## config.mk

```make
export PLATFORM = sky130hd
export DESIGN_NAME = debounce_edges
export DESIGN_NICKNAME = d
export VERILOG_FILES = /design/src/rtl/debounce_edges.sv
export SDC_FILE = /design/constraint.sdc
export NUM_CORES = 1
export LEC_CHECK = 0
export CORE_AREA = 2 2 39 41
export DETAILED_ROUTE_END_ITERATION = 12
export DIE_AREA = 0 0 41 43
export GPL_TIMING_DRIVEN = 1
export MAX_ROUTING_LAYER = met4
export REMOVE_ABC_BUFFERS = 1
export SYNTH_ARGS = -nofsm -noshare
export SYNTH_HDL_FRONTEND = slang
export SYNTH_SLANG_ARGS = --single-unit
```

## constraint.sdc

```tcl
create_clock -name clk -period 2.75 [get_ports clk]
set_clock_uncertainty 0.05 [all_clocks]
set_input_delay 0.825 -clock clk [delete_from_list [all_inputs] [get_ports clk]]
set_output_delay 0.825 -clock clk [all_outputs]
set_load 0.01 [all_outputs]
```

## src/rtl/debounce_edges.sv

```systemverilog
// Debounces a noisy asynchronous level through a two-flop synchronizer and a
// qualification FSM, producing a clean level plus one-clock rise/fall pulses.
module debounce_edges #(
    parameter int DEBOUNCE_CYCLES = 4
) (
    input  logic clk,
    input  logic nrst,
    input  logic din,
    output logic dout,
    output logic rise,
    output logic fall,
    output logic busy
);

    localparam int CNT_W = $clog2(DEBOUNCE_CYCLES + 1);
    localparam logic [CNT_W-1:0] CNT_MAX  = CNT_W'(DEBOUNCE_CYCLES);
    localparam logic [CNT_W-1:0] CNT_ONE  = CNT_W'(1);
    localparam logic [CNT_W-1:0] CNT_ZERO = '0;

    typedef enum logic [1:0] {
        S_LOW  = 2'd0,
        P_HIGH = 2'd1,
        S_HIGH = 2'd2,
        P_LOW  = 2'd3
    } state_t;

    state_t           state;
    logic             sync1;
    logic             din_s;
    logic [CNT_W-1:0] cnt;

    // cnt tracks how many consecutive din_s samples have disagreed with dout;
    // the change is accepted on the sample after cnt reaches DEBOUNCE_CYCLES.
    always_ff @(posedge clk) begin
        if (!nrst) begin
            sync1 <= 1'b0;
            din_s <= 1'b0;
            state <= S_LOW;
            cnt   <= CNT_ZERO;
            dout  <= 1'b0;
            rise  <= 1'b0;
            fall  <= 1'b0;
            busy  <= 1'b0;
        end else begin
            sync1 <= din;
            din_s <= sync1;
            rise  <= 1'b0;
            fall  <= 1'b0;
            case (state)
                S_LOW: begin
                    if (din_s) begin
                        state <= P_HIGH;
                        cnt   <= CNT_ONE;
                        busy  <= 1'b1;
                    end
                end
                P_HIGH: begin
                    if (!din_s) begin
                        state <= S_LOW;
                        cnt   <= CNT_ZERO;
                        busy  <= 1'b0;
                    end else if (cnt == CNT_MAX) begin
                        state <= S_HIGH;
                        cnt   <= CNT_ZERO;
                        dout  <= 1'b1;
                        rise  <= 1'b1;
                        busy  <= 1'b0;
                    end else begin
                        cnt <= cnt + CNT_ONE;
                    end
                end
                S_HIGH: begin
                    if (!din_s) begin
                        state <= P_LOW;
                        cnt   <= CNT_ONE;
                        busy  <= 1'b1;
                    end
                end
                P_LOW: begin
                    if (din_s) begin
                        state <= S_HIGH;
                        cnt   <= CNT_ZERO;
                        busy  <= 1'b0;
                    end else if (cnt == CNT_MAX) begin
                        state <= S_LOW;
                        cnt   <= CNT_ZERO;
                        dout  <= 1'b0;
                        fall  <= 1'b1;
                        busy  <= 1'b0;
                    end else begin
                        cnt <= cnt + CNT_ONE;
                    end
                end
                default: begin
                    state <= S_LOW;
                    cnt   <= CNT_ZERO;
                    dout  <= 1'b0;
                    busy  <= 1'b0;
                end
            endcase
        end
    end

    // Downstream SR trigger must never see set and reset together.
    a_no_set_reset: assert property (@(posedge clk) !(rise && fall));

endmodule

```

== Word-level counts from Yosys, hierarchy flattened ==
Index checks and enable logic that the tools add are counted.

* Flip-flop bits (word level): 11
* Output and inout port bits: 4
* Logic and storage cells: 55
* Input port bits: 3

* $add $sub $neg: 1
* Muxes and demuxes: 25
* Equality and inequality tests: 12
* Bitwise gates (word level): 2
* Reductions and logical operators: 7

{| class="wikitable"
|+ Operator list
! kind !! count
|-
| 3-bit two-way mux || 5
|-
| 2-bit two-way mux || 6
|-
| 2-bit inequality test (second input constant) || 6
|-
| 3-bit case mux with 4 select lines || 1
|-
| 1-bit two-way mux || 10
|-
| 2-bit case mux with 4 select lines || 1
|-
| 3-bit inequality test (second input constant) || 2
|-
| 5-bit AND reduction || 1
|-
| 2-bit == test (second input constant) || 2
|-
| 1-bit case mux with 4 select lines || 1
|-
| 4-bit AND reduction || 1
|-
| 3-bit by 1-bit adder with 3-bit output (second input constant) || 1
|-
| 3-bit == test (second input constant) || 1
|-
| 3-bit AND reduction || 1
|-
| 3-bit OR reduction || 1
|-
| 2-bit by 1-bit == test with 1-bit output (second input constant) || 1
|-
| 2-bit logical NOT || 1
|-
| 1-bit NOT || 2
|-
| 1-bit case mux with 2 select lines || 1
|-
| 2-bit AND reduction || 1
|-
| 2-bit nonzero test || 1
|}

== Logic depth before layout (Yosys ltp) ==
Gate-level depths: netlist of run 1.

* Depth after elaboration: 4
* Mapped depth: 5
* Mapped depth without buffers: 5

== Least setup slack after synthesis of run 1 ==
No wires, ideal clock.

* Path kind: input-to-reg
* Start: input port nrst
* End: register rise
* Data required time: 2.620 ns
* Data arrival time: 1.339 ns
* Stages on the path: 3
* Path slack: 1.281 ns
* Setup time: 0.080 ns
* Path buffers: 1
* Cells stage by stage: clkbuf_1 > nand4_1 > nor3b_1

* Longest elaborated chain between the ends: 1

{| class="wikitable"
|+ RTL lines
! what !! line !! source
|-
| start, declared || 7 || <nowiki>input logic nrst,</nowiki>
|-
| 3-bit AND reduction (no source line) || - ||
|-
| end signal, assigned || 41 || <nowiki>rise <= 1'b0;</nowiki>
|-
| end signal, assigned || 47 || <nowiki>rise <= 1'b0;</nowiki>
|-
| end signal, assigned || 66 || <nowiki>rise <= 1'b1;</nowiki>
|-
| end, declared || 10 || <nowiki>output logic rise,</nowiki>
|}

Every way passes these cells.
A chain may end at the register's enable or synchronous reset.

== Worst setup path after layout of run 1 ==
* Start: register dout
* End: output port dout

{| class="wikitable"
|+ RTL lines
! what !! line !! source
|-
| start, declared || 9 || <nowiki>output logic dout,</nowiki>
|-
| start signal, assigned || 40 || <nowiki>dout <= 1'b0;</nowiki>
|-
| start signal, assigned || 65 || <nowiki>dout <= 1'b1;</nowiki>
|-
| start signal, assigned || 87 || <nowiki>dout <= 1'b0;</nowiki>
|}

No word-level cell between the ends.

==> run metrics, run 1 <==
Worst-path clk slew=70 ps; first-pass GRT wire length=between 1 and 1.5 mm; I/O pin total=7; Final Instance Area=564 sq um; GP Congestion=around 0.7; slew margin rel.=0.755; Buf/Inv on CP=1; Hold Crit Depth=1; deepest clock path buffer count=2; HP Class=reg2reg; clk_lat worst skew=260 ps; Synth Flop Type=dfxtp_1; Data arrival, critical path=1150 ps; initial antenna violation count=0; fmax=between 0.4 and 0.5 GHz; Worst Reg-to-Reg Cells=5; Setup Buffers After CTS=0; RSZ-0062 raised after global routing=no; post-DR wirelength/cell=roughly 11 microns; Tot Pwr=a little under 300 uW; cell count along the critical path=1; clk sinks=11; Adder-Cell Fraction of Synth Area=0.0536; setup ws final=about 730 ps; flip-flop and latch count after synthesis=11; placed cell count=65; Warnings, synthesis=0; TritonCTS clock tree=yes; Site Rows=14; run status=finished, final reports clean; Die Ht=roughly 43 microns; r2r setup slk=1410 ps; Worst setup EP type=primary output; Crit Path Max Fanout=3; Die Width=around 41 microns; Compound-Gate Fraction of Synth Area=0.137; worst IR drop on VDD=between 0.0003 and 0.0004 V; fillers=140; most frequent cell after synthesis=dfxtp_1; synthesized area=approximately 470 sq um; critical path launch point type=flip-flop; ant diodes=0; pre-CTS setup slack=753 ps; antenna-violating nets left=0; proportion of synthesized area in mux cells=0.0214; P_leak=~0.22 nW; Most Used Layer, Global Route=met1; core area=approximately 0.0014 sq mm; Max Slew Vio Count=0; Final #Nets=a little under 60; Die ar.=0.00176 sq mm; Max-Cap Viols=0; H-tree levels=1; Remaining DRCs=0; Tcrit/Tclk final=0.736; CP Class=reg2out; GR Util met1=0.159; number of vias per cell=slightly above 5; Post-synth top cells=dfxtp_1, nor3b_1; crit-path leading delay family=buffers and inverters; Synth area leader=dfxtp_1; first-pass iteration count of the detailed router=2; GR Overflow Total=0; met2 Use GR=0.147; asr flop ratio synth=0; layout cell share with drive strength beyond 1=0.151; reg2reg end=dout$_SDFFE_PN0P_; CP peak stage delay=540 ps; top cells by area, synth=dfxtp_1, ha_1, nor3b_1; root buf cell=clkbuf_4; Mapped Cells=45; Layout area overhead=20.9%; Worst Hold Launch=sync1$_SDFF_PN0_; post-synthesis sequential area ratio=0.472; post-cts sizing count=0; Detailed Place HPWL=about 560 microns; worst slew pin tran=approximately 370 ps; Routed WL=782 microns; Post-DP Area=approximately 540 sq um; Syn Area/Cell=between 10 and 15 sq um; Final Util=0.408; vias in the first global route=approximately 320; post-synthesis cell type count=26; largest family of logic cells by synthesized area=simple AND/OR/NAND/NOR gates; Post-synth EDFFs=0; CTS buffer count=3; Min-Delay Endpoint=din_s$_SDFF_PN0_; Iter 0 DRT Violations=3; RR Startpoint=cnt[0]$_SDFFE_PN0P_; CP Cell Sequence=clkdlybuf4s50_1; Hold Violations, Final=0; initial core utilization=0.337; final setup fails=0; Final Non-Filler Cells=69; slowest CP cell=clkdlybuf4s50_1; Req. time, crit path=~1900 ps; GR Util met3=0.0785; DR vias=approximately 350; post-route minimum period=slightly above 2000 ps; largest net degree at the start of global routing=11; TNS Setup=0 ps; GRT Total Usage=0.127; top cell type's share of synthesized area=0.472; Synth Area in Simple Gates=0.247; power per cell area=524 mW/mm^2; Hold Buf Count CTS=0; number of port buffers=6; XOR/XNOR share of the synthesized area=0.0349; WHS=slightly below 400 ps
==> per-layer routing <==
| layer | up-vias | share of wire |
|---|---|---|
| li1 | 178 | - |
| met1 | 159 | 0.50 |
| met2 | 10 | 0.42 |
| met3 | 2 | 0.063 |
| met4 | 0 | 0.018 |
| met5 | - | 0 |
==> report_power, final <==
part	internal [mW]	switching (mW)	total, mW
clock	0.0560	0.0502	0.106
sequential	0.164	0.00453	0.169
combinational	0.0124	0.00870	0.0211
==> cell usage in the layout (no fill, tap or decap), types with 2 or more instances in the layout <==
| master | count |
|---|---|
| and2_1 | 2 |
| clkbuf_4 | 3 |
| ha_1 | 2 |
| clkdlybuf4s50_1 | 6 |
| inv_1 | 2 |
| nor3b_1 | 3 |
| dfxtp_1 | 11 |
| nand2_1 | 2 |
| a21boi_0 | 2 |
| and3_2 | 2 |
| nand3_1 | 2 |
==> layout make-up <==
class / instances / area (sq um) / share of cell area
Timing Repair Buffer: 6 / 60.1 / 0.106
Inverter: 2 / 7.51 / 0.0133
Multi-Input combinational cell: 30 / 230 / 0.408
Tap cell: 16 / 20.0 / 0.0355
Sequential cell: 11 / 220 / 0.390
Clock buffer: 4 / 26.3 / 0.0466
==> worst max path at each step <==
stage                 startpoint               to  slack (ps)
3_3_place_gp                nrst  rise$_SDFF_PN0_         810
4_1_cts        busy$_SDFFE_PN0P_             busy         710
6_report       dout$_SDFFE_PN0P_             dout         730
5_1_grt        busy$_SDFFE_PN0P_             busy         640
3_5_place_dp                nrst  rise$_SDFF_PN0_         750
2_1_floorplan  busy$_SDFFE_PN0P_             busy        1510
==> cell families after synthesis <==
kind of cell,after synthesis
adders and majority gates,2
muxes,1
AOI/OAI and AO/OA,8
DFF,11
xor gates and xnor gates,1
buffers and inverters,4
and+or+nand+nor,18
==> registers in the layout, indices dropped and copies added (netlist names), named ones only <==
register / count
cnt: 3
din_s: 1
sync1: 1
fall: 1
busy: 1
state: 1
dout: 1
rise: 1
(Power assumes the default switching activity.)
==> run 2, diff against run 1 <==
==> constraint.sdc (replaced) <==
create_clock -name clk -period 2.13 [get_ports clk]
set_clock_uncertainty 0.05 [all_clocks]
set_input_delay 0.639 -clock clk [delete_from_list [all_inputs] [get_ports clk]]
set_output_delay 0.639 -clock clk [all_outputs]
set_load 0.01 [all_outputs]
==> run metrics, run 2 (same netlist as run 1, synthesis figures left out) <==
most frequent cells in the layout=dfxtp_1, clkdlybuf4s50_1, nor3b_1, clkbuf_4; core area=0.00138 sq mm (unchanged); multi-input combinational cell area=230 sq um (unchanged); largest net degree at the start of global routing=11 (unchanged); DR vias=347 (-0.57%); Tcrit/Tclk final=0.863; CP Class=reg2out; switch share=0.212 (-0.00182); Die Width=41 microns (unchanged); CP peak stage delay=540 ps (about the same); most common cell after layout, fill and taps aside=dfxtp_1; RSZ-0062 raised after global routing=no; Crit Path Max Fanout=3 (unchanged); post-route minimum period=between 1500 and 2000 ps; clk sinks=11 (unchanged); register area=220 sq um (unchanged); Buf/Inv on CP=1 (unchanged); HP Class=reg2reg; Max Slew Vio Count=0 (unchanged); Worst Hold Launch=sync1$_SDFF_PN0_; crit path launch=dout$_SDFFE_PN0P_; TNS Setup=0 ps (unchanged); Remaining DRCs=0 (unchanged); ant diodes=0 (unchanged); Final Util=0.408 (unchanged); P_int=300 uW (+29%); CP Cell Sequence=clkdlybuf4s50_1; number of port buffers=6 (unchanged); P_leak=0.216 nW (unchanged); Site Rows=14 (unchanged); fillers=137 (-2.1%); worst slew pin tran=370 ps (+2.26 ps); fmax=roughly 0.54 GHz; Routed WL=789 microns (+0.90%); Worst-path clk slew=70 ps (about the same); Flop pwr share=0.571 (about the same); Setup Buffers After CTS=0 (unchanged); run status=finished, final reports clean; I/O pin total=7 (unchanged); power per cell area=676 mW/mm^2 (+29%); Met2 Routed Length=343 microns (+3.9%); Die ar.=0.00176 sq mm (unchanged); layout cell share with drive strength beyond 1=0.151 (unchanged); Worst setup EP type=primary output; Max Used Layer=met4; sw power=81.0 uW (+28%); Layout area overhead=20.9% (unchanged); initial antenna violation count=0 (unchanged); deepest clock path buffer count=2 (unchanged); Die Ht=43 microns (unchanged); post-DR wirelength/cell=11.4 microns (+0.90%); H-tree levels=1 (unchanged); Req. time, crit path=1440 ps (-440 ps); critical path launch point type=flip-flop; Data arrival, critical path=1150 ps (about the same); vias in the first global route=335 (+3.4%); crit-path leading delay family=buffers and inverters; Max-Cap Viols=0 (unchanged); clock share of power=0.358 (about the same); GRT Total Usage=0.127 (unchanged); worst IR drop on VDD=0.000388 V (+25%); first-pass iteration count of the detailed router=2 (unchanged); Detailed Place HPWL=561 microns (+0.36%); TritonCTS clock tree=yes; Iter 0 DRT Violations=3 (unchanged); slew margin rel.=0.753 (-0.00151); clk_lat worst skew=260 ps (about the same); GR Overflow Total=0 (unchanged); CTS buffer count=3 (unchanged); initial core utilization=0.337 (unchanged); combinational share of power=0.071 (about the same); Hold Violations, Final=0 (unchanged); root buf cell=clkbuf_4; met3 wire len=46 microns (-6.1%); antenna-violating nets left=0 (unchanged); final setup fails=0 (unchanged); Final #Nets=59 (unchanged); wire length on met1=385 microns (-0.77%); Hold Buf Count CTS=0 (unchanged); number of vias per cell=5.03 (-0.57%); GP Congestion=0.711 (about the same); slowest CP cell=clkdlybuf4s50_1; post-cts sizing count=0 (unchanged); RR Startpoint=din_s$_SDFF_PN0_; max reg flops=3 (unchanged); Largest Register=cnt; first-pass GRT wire length=1.38 mm (unchanged)
[run 2: cell counts in the layout (fill, tap and decap cells not counted)]
Identical to the previous run, type by type.
[run 2: final timing paths]
kind                                            end  slack, ps  cells after the start
worst min register to register     din_s$_SDFF_PN0_        380                      1
worst min-delay path               din_s$_SDFF_PN0_        380                      1
worst max-delay path                           dout        290                      1
worst max register to register  cnt[2]$_SDFFE_PN0P_        790                      3
[run 2: layout make-up]
cell class	instances	share of cell area
Timing Repair Buffer	6	0.106
Clock buffer	4	0.0466
Inverter	2	0.0133
Tap cell	16	0.0355
Multi-Input combinational cell	30	0.408
Sequential cell	11	0.390
[run 2: metrics by stage]
step	hold WS [ps]	instance area (sq um)	std cells	setup WS, ps	total power [mW]
after floorplan	362	458	43	919	0.235
after global placement	366	538	65	372	0.249
after detailed placement	370	538	65	311	0.250
after CTS	387	564	69	274	0.393
after global routing	404	564	69	209	0.411
final	384	564	69	291	0.381
[run 2: power groups by stage]
stage               clock network, mW  logic (mW)  registers, mW
global placement                    0      0.0269          0.223
detailed placement                  0      0.0272          0.222
global route                    0.161      0.0315          0.219
CTS                             0.148      0.0273          0.218
finish                          0.136      0.0270          0.218
floorplan                           0      0.0123          0.223
[run 2: per-layer routing]
layer  vias to the layer above  GRT usage
met5                         -          -
met4                         0     0.0800
met3                         2     0.0785
met2                        10      0.153
met1                       158      0.153
li1                        177          -
==> run 3, diff against run 2 <==
--- a/config.mk
+++ b/config.mk
@@ -11,6 +11,7 @@
 export GPL_TIMING_DRIVEN = 1
 export MAX_ROUTING_LAYER = met4
 export REMOVE_ABC_BUFFERS = 1
+export SLEW_MARGIN = 20
 export SYNTH_ARGS = -nofsm -noshare
 export SYNTH_HDL_FRONTEND = slang
 export SYNTH_SLANG_ARGS = --single-unit
==> results of run 3 <==
No change in the layout: final DEF, timing and power equal those of run 2.
